`config.mk`:
```
export PLATFORM = sky130hd
export DESIGN_NAME = noc_input_vc_buffer_flat
export DESIGN_NICKNAME = d
export VERILOG_FILES = /design/src/rtl/noc_input_vc_buffer_if.sv /design/src/rtl/noc_input_vc_buffer.sv /design/src/flat_wrapper.sv
export SDC_FILE = /design/constraint.sdc
export NUM_CORES = 1
export LEC_CHECK = 0
export BUFFER_PORTS_ARGS = -buffer_cell sky130_fd_sc_hd__buf_2
export CAP_MARGIN = 20
export CORE_MARGIN = 2
export CORE_UTILIZATION = 35
export CTS_BUF_LIST = sky130_fd_sc_hd__clkbuf_8
export DETAILED_ROUTE_END_ITERATION = 7
export SYNTH_ARGS = -nofsm -noshare
export SYNTH_HDL_FRONTEND = slang
export SYNTH_SLANG_ARGS = --single-unit
```
`constraint.sdc`:
```
create_clock -name noc_clk -period 4.6 [get_ports noc_clk]
set_input_delay 0.23 -clock noc_clk [delete_from_list [all_inputs] [get_ports noc_clk]]
set_output_delay 0.23 -clock noc_clk [all_outputs]
set_load 0.03 [all_outputs]
```
`src/rtl/noc_input_vc_buffer_if.sv`:
```
// Flit handshake bundle between the router input stage and the output block.
// The slave side is the input stage; the master side is its environment.
interface noc_input_vc_buffer_if #(
  parameter int CHANNELS   = 2,
  parameter int DATA_WIDTH = 64
);
  logic [CHANNELS-1:0]   i_valid;
  logic [DATA_WIDTH-1:0] i_flit;
  logic [CHANNELS-1:0]   o_vc_ready;
  logic [CHANNELS-1:0]   o_valid;
  logic [DATA_WIDTH-1:0] o_flit;
  logic [4:0]            o_port_req;
  logic                  i_ready;

  modport master (
    output i_valid, i_flit, i_ready,
    input  o_vc_ready, o_valid, o_flit, o_port_req
  );

  modport slave (
    input  i_valid, i_flit, i_ready,
    output o_vc_ready, o_valid, o_flit, o_port_req
  );
endinterface

```
`src/rtl/noc_input_vc_buffer.sv`:
```
// Router input stage: per-VC flit FIFOs, XY route on head flits, and a
// round-robin arbiter that holds the winning VC until its packet's tail leaves.
module noc_input_vc_buffer #(
  parameter int CHANNELS   = 2,
  parameter int DATA_WIDTH = 64,
  parameter int DEPTH      = 4,
  parameter int THRESHOLD  = DEPTH - 2,
  parameter int COORD_W    = 4
) (
  input  logic                  noc_clk,
  input  logic                  noc_rst,
  input  logic [COORD_W-1:0]    i_cur_x,
  input  logic [COORD_W-1:0]    i_cur_y,
  noc_input_vc_buffer_if.slave  bus,
  output logic                  o_error
);
  localparam int PTR_W = (DEPTH > 1) ? $clog2(DEPTH) : 1;
  localparam int CNT_W = PTR_W + 1;
  localparam int VC_W  = (CHANNELS > 1) ? $clog2(CHANNELS) : 1;

  typedef enum logic {IDLE, LOCKED} state_t;

  logic [CHANNELS-1:0][DATA_WIDTH-1:0] head;
  logic [CHANNELS-1:0][CNT_W-1:0]      count;
  logic [CHANNELS-1:0]                 not_empty, is_head, is_tail, eligible;
  logic [CHANNELS-1:0]                 pop, drop;

  state_t            state_reg, state_next;
  logic [VC_W-1:0]   lock_vc_reg, lock_vc_next;
  logic [VC_W-1:0]   rr_ptr_reg, rr_ptr_next;
  logic [VC_W-1:0]   held_vc_reg, held_vc_next;
  logic              held_reg, held_next;
  logic [4:0]        port_reg, port_next;
  logic              error_reg, error_next;

  logic [VC_W-1:0]       sel_vc, cur_vc;
  logic                  sel_ok, cur_ok;
  logic [CHANNELS-1:0]   valid_vec;
  logic [4:0]            port_req;
  logic [DATA_WIDTH-1:0] flit_out;

  function automatic logic [4:0] route(input logic [DATA_WIDTH-1:0] flit,
                                       input logic [COORD_W-1:0]    cx,
                                       input logic [COORD_W-1:0]    cy);
    logic [COORD_W-1:0] dx;
    logic [COORD_W-1:0] dy;
    dx = flit[DATA_WIDTH-3 -: COORD_W];
    dy = flit[DATA_WIDTH-3-COORD_W -: COORD_W];
    if (dx > cx)      return 5'b00010;
    else if (dx < cx) return 5'b00100;
    else if (dy > cy) return 5'b01000;
    else if (dy < cy) return 5'b10000;
    else              return 5'b00001;
  endfunction

  function automatic logic [VC_W-1:0] rr_index(input logic [VC_W-1:0] base,
                                               input int              offset);
    int sum;
    sum = int'(base) + offset;
    if (sum >= CHANNELS) sum = sum - CHANNELS;
    return VC_W'(sum);
  endfunction

  // Per-VC FIFO; a pop in the same cycle frees the slot a full-FIFO write needs.
  generate
    for (genvar gi = 0; gi < CHANNELS; gi++) begin : g_vc
      logic [DATA_WIDTH-1:0] mem [DEPTH];
      logic [PTR_W-1:0]      wr_ptr_reg, rd_ptr_reg;
      logic [CNT_W-1:0]      cnt_reg;
      logic                  full, wr_en;

      assign full  = (cnt_reg == CNT_W'(DEPTH));
      assign wr_en = bus.i_valid[gi] && (!full || pop[gi]);

      always_ff @(posedge noc_clk) begin
        if (wr_en) mem[wr_ptr_reg] <= bus.i_flit;
      end

      always_ff @(posedge noc_clk or posedge noc_rst) begin
        if (noc_rst) begin
          wr_ptr_reg <= '0;
          rd_ptr_reg <= '0;
          cnt_reg    <= '0;
        end else begin
          if (wr_en)   wr_ptr_reg <= wr_ptr_reg + 1'b1;
          if (pop[gi]) rd_ptr_reg <= rd_ptr_reg + 1'b1;
          cnt_reg <= cnt_reg + CNT_W'(wr_en) - CNT_W'(pop[gi]);
        end
      end

      assign head[gi]      = mem[rd_ptr_reg];
      assign count[gi]     = cnt_reg;
      assign not_empty[gi] = (cnt_reg != '0);
      // Type encoding: bit DW-2 marks a head, bit DW-1 marks a tail.
      assign is_head[gi]   = head[gi][DATA_WIDTH-2];
      assign is_tail[gi]   = head[gi][DATA_WIDTH-1];
      assign eligible[gi]  = not_empty[gi] && is_head[gi];
      assign drop[gi]      = bus.i_valid[gi] && full && !pop[gi];
      assign bus.o_vc_ready[gi] = (cnt_reg < CNT_W'(THRESHOLD));
    end
  endgenerate

  // Later iterations overwrite earlier ones, so the smallest offset from rr_ptr wins.
  always_comb begin
    sel_vc = '0;
    sel_ok = 1'b0;
    for (int i = CHANNELS - 1; i >= 0; i--) begin
      if (eligible[rr_index(rr_ptr_reg, i)]) begin
        sel_vc = rr_index(rr_ptr_reg, i);
        sel_ok = 1'b1;
      end
    end
  end

  always_comb begin
    state_next   = state_reg;
    lock_vc_next = lock_vc_reg;
    rr_ptr_next  = rr_ptr_reg;
    held_next    = held_reg;
    held_vc_next = held_vc_reg;
    port_next    = port_reg;
    error_next   = error_reg | (|drop);
    pop          = '0;
    valid_vec    = '0;
    port_req     = '0;
    flit_out     = '0;
    cur_vc       = '0;
    cur_ok       = 1'b0;

    case (state_reg)
      IDLE: begin
        // Stray body/tail flits with no open packet are flushed.
        pop = not_empty & ~is_head;
        if (|pop) error_next = 1'b1;
        if (held_reg) begin
          cur_vc = held_vc_reg;
          cur_ok = 1'b1;
        end else begin
          cur_vc = sel_vc;
          cur_ok = sel_ok;
        end
        if (cur_ok) begin
          valid_vec[cur_vc] = 1'b1;
          port_req          = route(head[cur_vc], i_cur_x, i_cur_y);
          flit_out          = head[cur_vc];
          if (bus.i_ready) begin
            pop[cur_vc] = 1'b1;
            rr_ptr_next = rr_index(cur_vc, 1);
            held_next   = 1'b0;
            if (!is_tail[cur_vc]) begin
              state_next   = LOCKED;
              lock_vc_next = cur_vc;
              port_next    = port_req;
            end
          end else begin
            held_next    = 1'b1;
            held_vc_next = cur_vc;
          end
        end
      end

      LOCKED: begin
        port_req = port_reg;
        if (not_empty[lock_vc_reg]) begin
          valid_vec[lock_vc_reg] = 1'b1;
          flit_out               = head[lock_vc_reg];
          if (is_head[lock_vc_reg]) error_next = 1'b1;
          if (bus.i_ready) begin
            pop[lock_vc_reg] = 1'b1;
            rr_ptr_next      = rr_index(lock_vc_reg, 1);
            if (is_tail[lock_vc_reg] && !is_head[lock_vc_reg]) state_next = IDLE;
          end
        end
      end

      default: state_next = IDLE;
    endcase
  end

  always_ff @(posedge noc_clk or posedge noc_rst) begin
    if (noc_rst) begin
      state_reg   <= IDLE;
      lock_vc_reg <= '0;
      rr_ptr_reg  <= '0;
      held_reg    <= 1'b0;
      held_vc_reg <= '0;
      port_reg    <= '0;
      error_reg   <= 1'b0;
    end else begin
      state_reg   <= state_next;
      lock_vc_reg <= lock_vc_next;
      rr_ptr_reg  <= rr_ptr_next;
      held_reg    <= held_next;
      held_vc_reg <= held_vc_next;
      port_reg    <= port_next;
      error_reg   <= error_next;
    end
  end

  assign bus.o_valid    = valid_vec;
  assign bus.o_flit     = flit_out;
  assign bus.o_port_req = port_req;
  assign o_error        = error_reg;
endmodule

```
`src/flat_wrapper.sv`:
```
// flat-port wrapper written by rule: the top's interface ports become plain ports
module noc_input_vc_buffer_flat 
#(
  parameter int CHANNELS   = 2,
  parameter int DATA_WIDTH = 64,
  parameter int DEPTH      = 4,
  parameter int THRESHOLD  = DEPTH - 2,
  parameter int COORD_W    = 4
)
  (noc_clk, noc_rst, i_cur_x, i_cur_y, o_error, bus_i_valid, bus_i_flit, bus_i_ready, bus_o_vc_ready, bus_o_valid, bus_o_flit, bus_o_port_req);
  noc_input_vc_buffer_if #(.CHANNELS(CHANNELS), .DATA_WIDTH(DATA_WIDTH)) bus_i ();
  input  logic noc_clk;
  input  logic noc_rst;
  input  logic [COORD_W-1:0] i_cur_x;
  input  logic [COORD_W-1:0] i_cur_y;
  output logic o_error;
  input wire logic [$bits(bus_i.i_valid)-1:0] bus_i_valid;
  input wire logic [$bits(bus_i.i_flit)-1:0] bus_i_flit;
  input wire logic [$bits(bus_i.i_ready)-1:0] bus_i_ready;
  output wire logic [$bits(bus_i.o_vc_ready)-1:0] bus_o_vc_ready;
  output wire logic [$bits(bus_i.o_valid)-1:0] bus_o_valid;
  output wire logic [$bits(bus_i.o_flit)-1:0] bus_o_flit;
  output wire logic [$bits(bus_i.o_port_req)-1:0] bus_o_port_req;
  assign bus_i.i_valid = bus_i_valid;
  assign bus_i.i_flit = bus_i_flit;
  assign bus_i.i_ready = bus_i_ready;
  assign bus_o_vc_ready = bus_i.o_vc_ready;
  assign bus_o_valid = bus_i.o_valid;
  assign bus_o_flit = bus_i.o_flit;
  assign bus_o_port_req = bus_i.o_port_req;
  noc_input_vc_buffer #(.CHANNELS(CHANNELS), .DATA_WIDTH(DATA_WIDTH), .DEPTH(DEPTH), .THRESHOLD(THRESHOLD), .COORD_W(COORD_W)) u_core (.noc_clk(noc_clk), .noc_rst(noc_rst), .i_cur_x(i_cur_x), .i_cur_y(i_cur_y), .bus(bus_i), .o_error(o_error));
endmodule
```
==> flow_summary.toml <==
[job]
cap_violations = 0

[critical_path]
cp_top_family = "multiplexers"
critical_path_required_ns = 4.37
crit_chain = "mux4_2, nor3b_2, o21ai_4, mux2_2, ha_1, nand2_1, o21ai_0, nor3b_1, a22o_1, buf_2"
timing.rr.end = "u_core.g_vc[0].mem[3][40]$_DFFE_PP_"
max_stage_delay_ns = 0.63
ff2ff_setup_slack_ns = 0.98
r2r_start = "u_core.g_vc[1].rd_ptr_reg[1]$_DFFE_PP0N_"
crit_fanout = 11
crit_arrival_ns = 4.10
crit_type = "flop to output port"
crit_slowest_cell = "mux4_2"
worstSetupStartpointType = "flop"
end_kind = "output port"
worst-r2r-cell-count = 7
path_buf_inv = 1

[routing]
antenna_left = 0
drt_wl_total_um = 47000
dr.pass1.iters = 5
viasPerCell = 5.11
route.detailed.drc = 0
drt_iter0_drc = 757
wl_per_cell_um = 22.2
vias = 10800

[layout]
largest_reg_flops = 512
fill_cells = 5360
finalNetCount = 1372
antenna_cells = 0
stdcell_area_um2 = 25300
drive_above_1_share_pct = 32.7
area_growth_syn_to_layout_pct = 19.7

[sta]
fin_skew_ns = 0.0319
max_slew_margin_pct = 36.2
drv_slew = 0
fmax_ghz = 0.231
post-route-min-period_ns = 4.33
finalHoldViolations = 0
period_share_pct = 94.1
max_slew.worst_pin.slew_ns = 0.955
rsz0062_at_grt = "false"
timing.final.ws_setup_ns = 0.272
setup_viol = 0

[placed_design]
hpwl_um = 27000
io_buffers = 150
place_ws_ns = 0.664
dpl-instance-area_um2 = 23000
place_congestion = 0.810

[clock_network]
cts.sinks = 537
cts_root_buffer = "clkbuf_8"
cts.path.max_buffers = 3
clock_latency_ns = 0.66
ctsHtreeMaxLevel = 3
numCtsBuffers = 86
cts_tree = "done"
clk_pin_slew_ns = 0.06

[floorplanning]
core-area_um2 = 60100
dieArea_um2 = 62500
die_y_um = 250
io_pins = 151
start_util_pct = 35.2
die_w_um = 250
rows = 90

[synth]
synthArstFlopShare_pct = 4.66
ys_seq_elements = 537
synth_cell_type_count = 61
synth_top_cell_by_area = "edfxtp_1"
yosys.area_share.simple_pct = 1.65
syn_inst = 995
avgSynthCellArea_um2 = 21.3
synth_area_leaders = "edfxtp_1, mux4_2, dfrtp_1, a22o_1, ha_1"
muxShareOfSynthArea_pct = 14.4
yosys-top-cells-count = "edfxtp_1, mux4_2, a22o_1, inv_1, clkbuf_1"
yosys_warnings = 0
synth_top_family_by_area = "multiplexers"
synth-xor-area-share_pct = 0.207
yosys.area.top_type_share_pct = 72.6
yosysSeqAreaShare_pct = 75.6
synth_most_common_cell = "edfxtp_1"
synth_edf_count = 512
synth_compound_area_share_pct = 4.93
syn-cell-area_um2 = 21200
synthFlopType = "edfxtp_1"
synth.net_count = 1096
synthAdderAreaFrac_pct = 1.49

[grt]
antenna_found_initial = 4
grt_pass1_vias = 11300
track_usage_pct = 15.1
grt_pass1_wl_um = 70700
grt_max_degree = 69
grt_overflow = 0

[worst_hold_path]
hold_path.class = "primary input to async pin"

[power_and_ir_drop]
seqPwrFrac_pct = 35.9
p_int_mw = 11.5
p_leak_nw = 8.79
powerDensity_nw_per_um2 = 752
power.switching_mw = 7.55
power_frac_comb_pct = 44.4
p_sw_share_pct = 39.6
pwr-share-clk_pct = 19.7
ir_drop_mv = 0.423

[outcome]
status = "finished clean"
how the worst max path moves through the flow:
stage,from,endpoint,depth (start not counted)
3_3_place_gp,u_core.g_vc[0].rd_ptr_reg[0]$_DFFE_PP0N_,bus_o_port_req[4],10
3_5_place_dp,u_core.g_vc[0].rd_ptr_reg[0]$_DFFE_PP0N_,bus_o_port_req[4],10
6_report,u_core.g_vc[0].rd_ptr_reg[0]$_DFFE_PP0N_,bus_o_port_req[4],10
4_1_cts,u_core.g_vc[0].rd_ptr_reg[1]$_DFFE_PP0N_,bus_o_port_req[4],9
5_1_grt,u_core.g_vc[1].rd_ptr_reg[0]$_DFFE_PP0N_,bus_o_port_req[4],9
2_1_floorplan,u_core.g_vc[1].rd_ptr_reg[0]$_DFFE_PP0N_,u_core.g_vc[0].mem[0][0]$_DFFE_PP_,6
worst min-delay path, cell delays in order:
cell	delay (ns)
dlygate4sd3_1	0.53
buf_2	0.12
inv_1	0.43
cells in the final DEF (no fill, tap or decap), types with 5 or more instances in the layout:
master and count:
dlygate4sd3_1 69, nor2_1 7, o21ai_0 10, inv_1 58, mux2_2 9, a22o_1 65, a21o_1 5, mux2i_1 8
clkinv_1 19, clkinv_2 11, buf_2 150, buf_12 11, buf_4 8, edfxtp_1 512, clkbuf_8 92, dfrtp_1 21
nand3_1 6, a21oi_1 11, nand2_1 24, ha_1 22, mux4_2 127
per-stage QoR:
step | TNS [ns] | std cells | utilization [%] | hold WS [ns] | power, mW
after CTS | 0 | 2118 | 42.1 | 0.142 | 19.4
after floorplan | -96.75 | 995 | - | 0.257 | 12.8
after global placement | 0 | 1892 | 38.3 | 0.494 | 15.4
after detailed placement | 0 | 1893 | 38.3 | 0.316 | 15.5
final | 0 | 2118 | 42.1 | 0.174 | 19.1
after global routing | 0 | 2118 | 42.1 | 0.215 | 20.1
per-layer routing:
metal | vias to the layer above | global-route usage (%) | share of wire [%]
met5 | - | 0 | 0.12
met4 | 8 | 5.06 | 1.7
met3 | 66 | 3.42 | 5.3
met2 | 297 | 24.3 | 49
met1 | 5720 | 20.4 | 44
li1 | 4737 | - | -
cell families after synthesis:
logic type	count (synthesis)
flops	537
mux	145
compound gates	130
buf+inv	86
simple gates	68
fa+ha+maj	24
xor+xnor	5
layout make-up:
class / count / area, um2 / area share (%)
inverters: 33 / 124 / 0.489
repair buffers: 241 / 1770 / 6.99
flip-flops and latches: 537 / 16000 / 63.2
multi-input cells: 372 / 4860 / 19.2
clock buffers: 92 / 1270 / 5.00
well taps: 782 / 978 / 3.86
clock inverters: 61 / 310 / 1.22
power by group through the flow:
stage                     sequential, mW  combinational, mW  clock [mW]
after CTS                           6.85               8.63        3.87
after floorplan                     6.84               5.93           0
after global placement              6.90               8.48           0
after detailed placement            6.95               8.52           0
final                               6.84               8.46        3.75
after global routing                6.93               9.05        4.07
what timing repair did:
| action | in CTS | in global routing |
|---|---|---|
| pin swaps | 1 | 0 |
| resized for setup | 0 | 2 |
| buffers inserted | 3 | 0 |
| hold endpoints to repair | 544 | 0 |
| setup endpoints to repair | 3 | 3 |
| hold buffers | 69 | 0 |
| gates cloned | 0 | 0 |
Note: power is estimated with default switching activity, not from simulation.
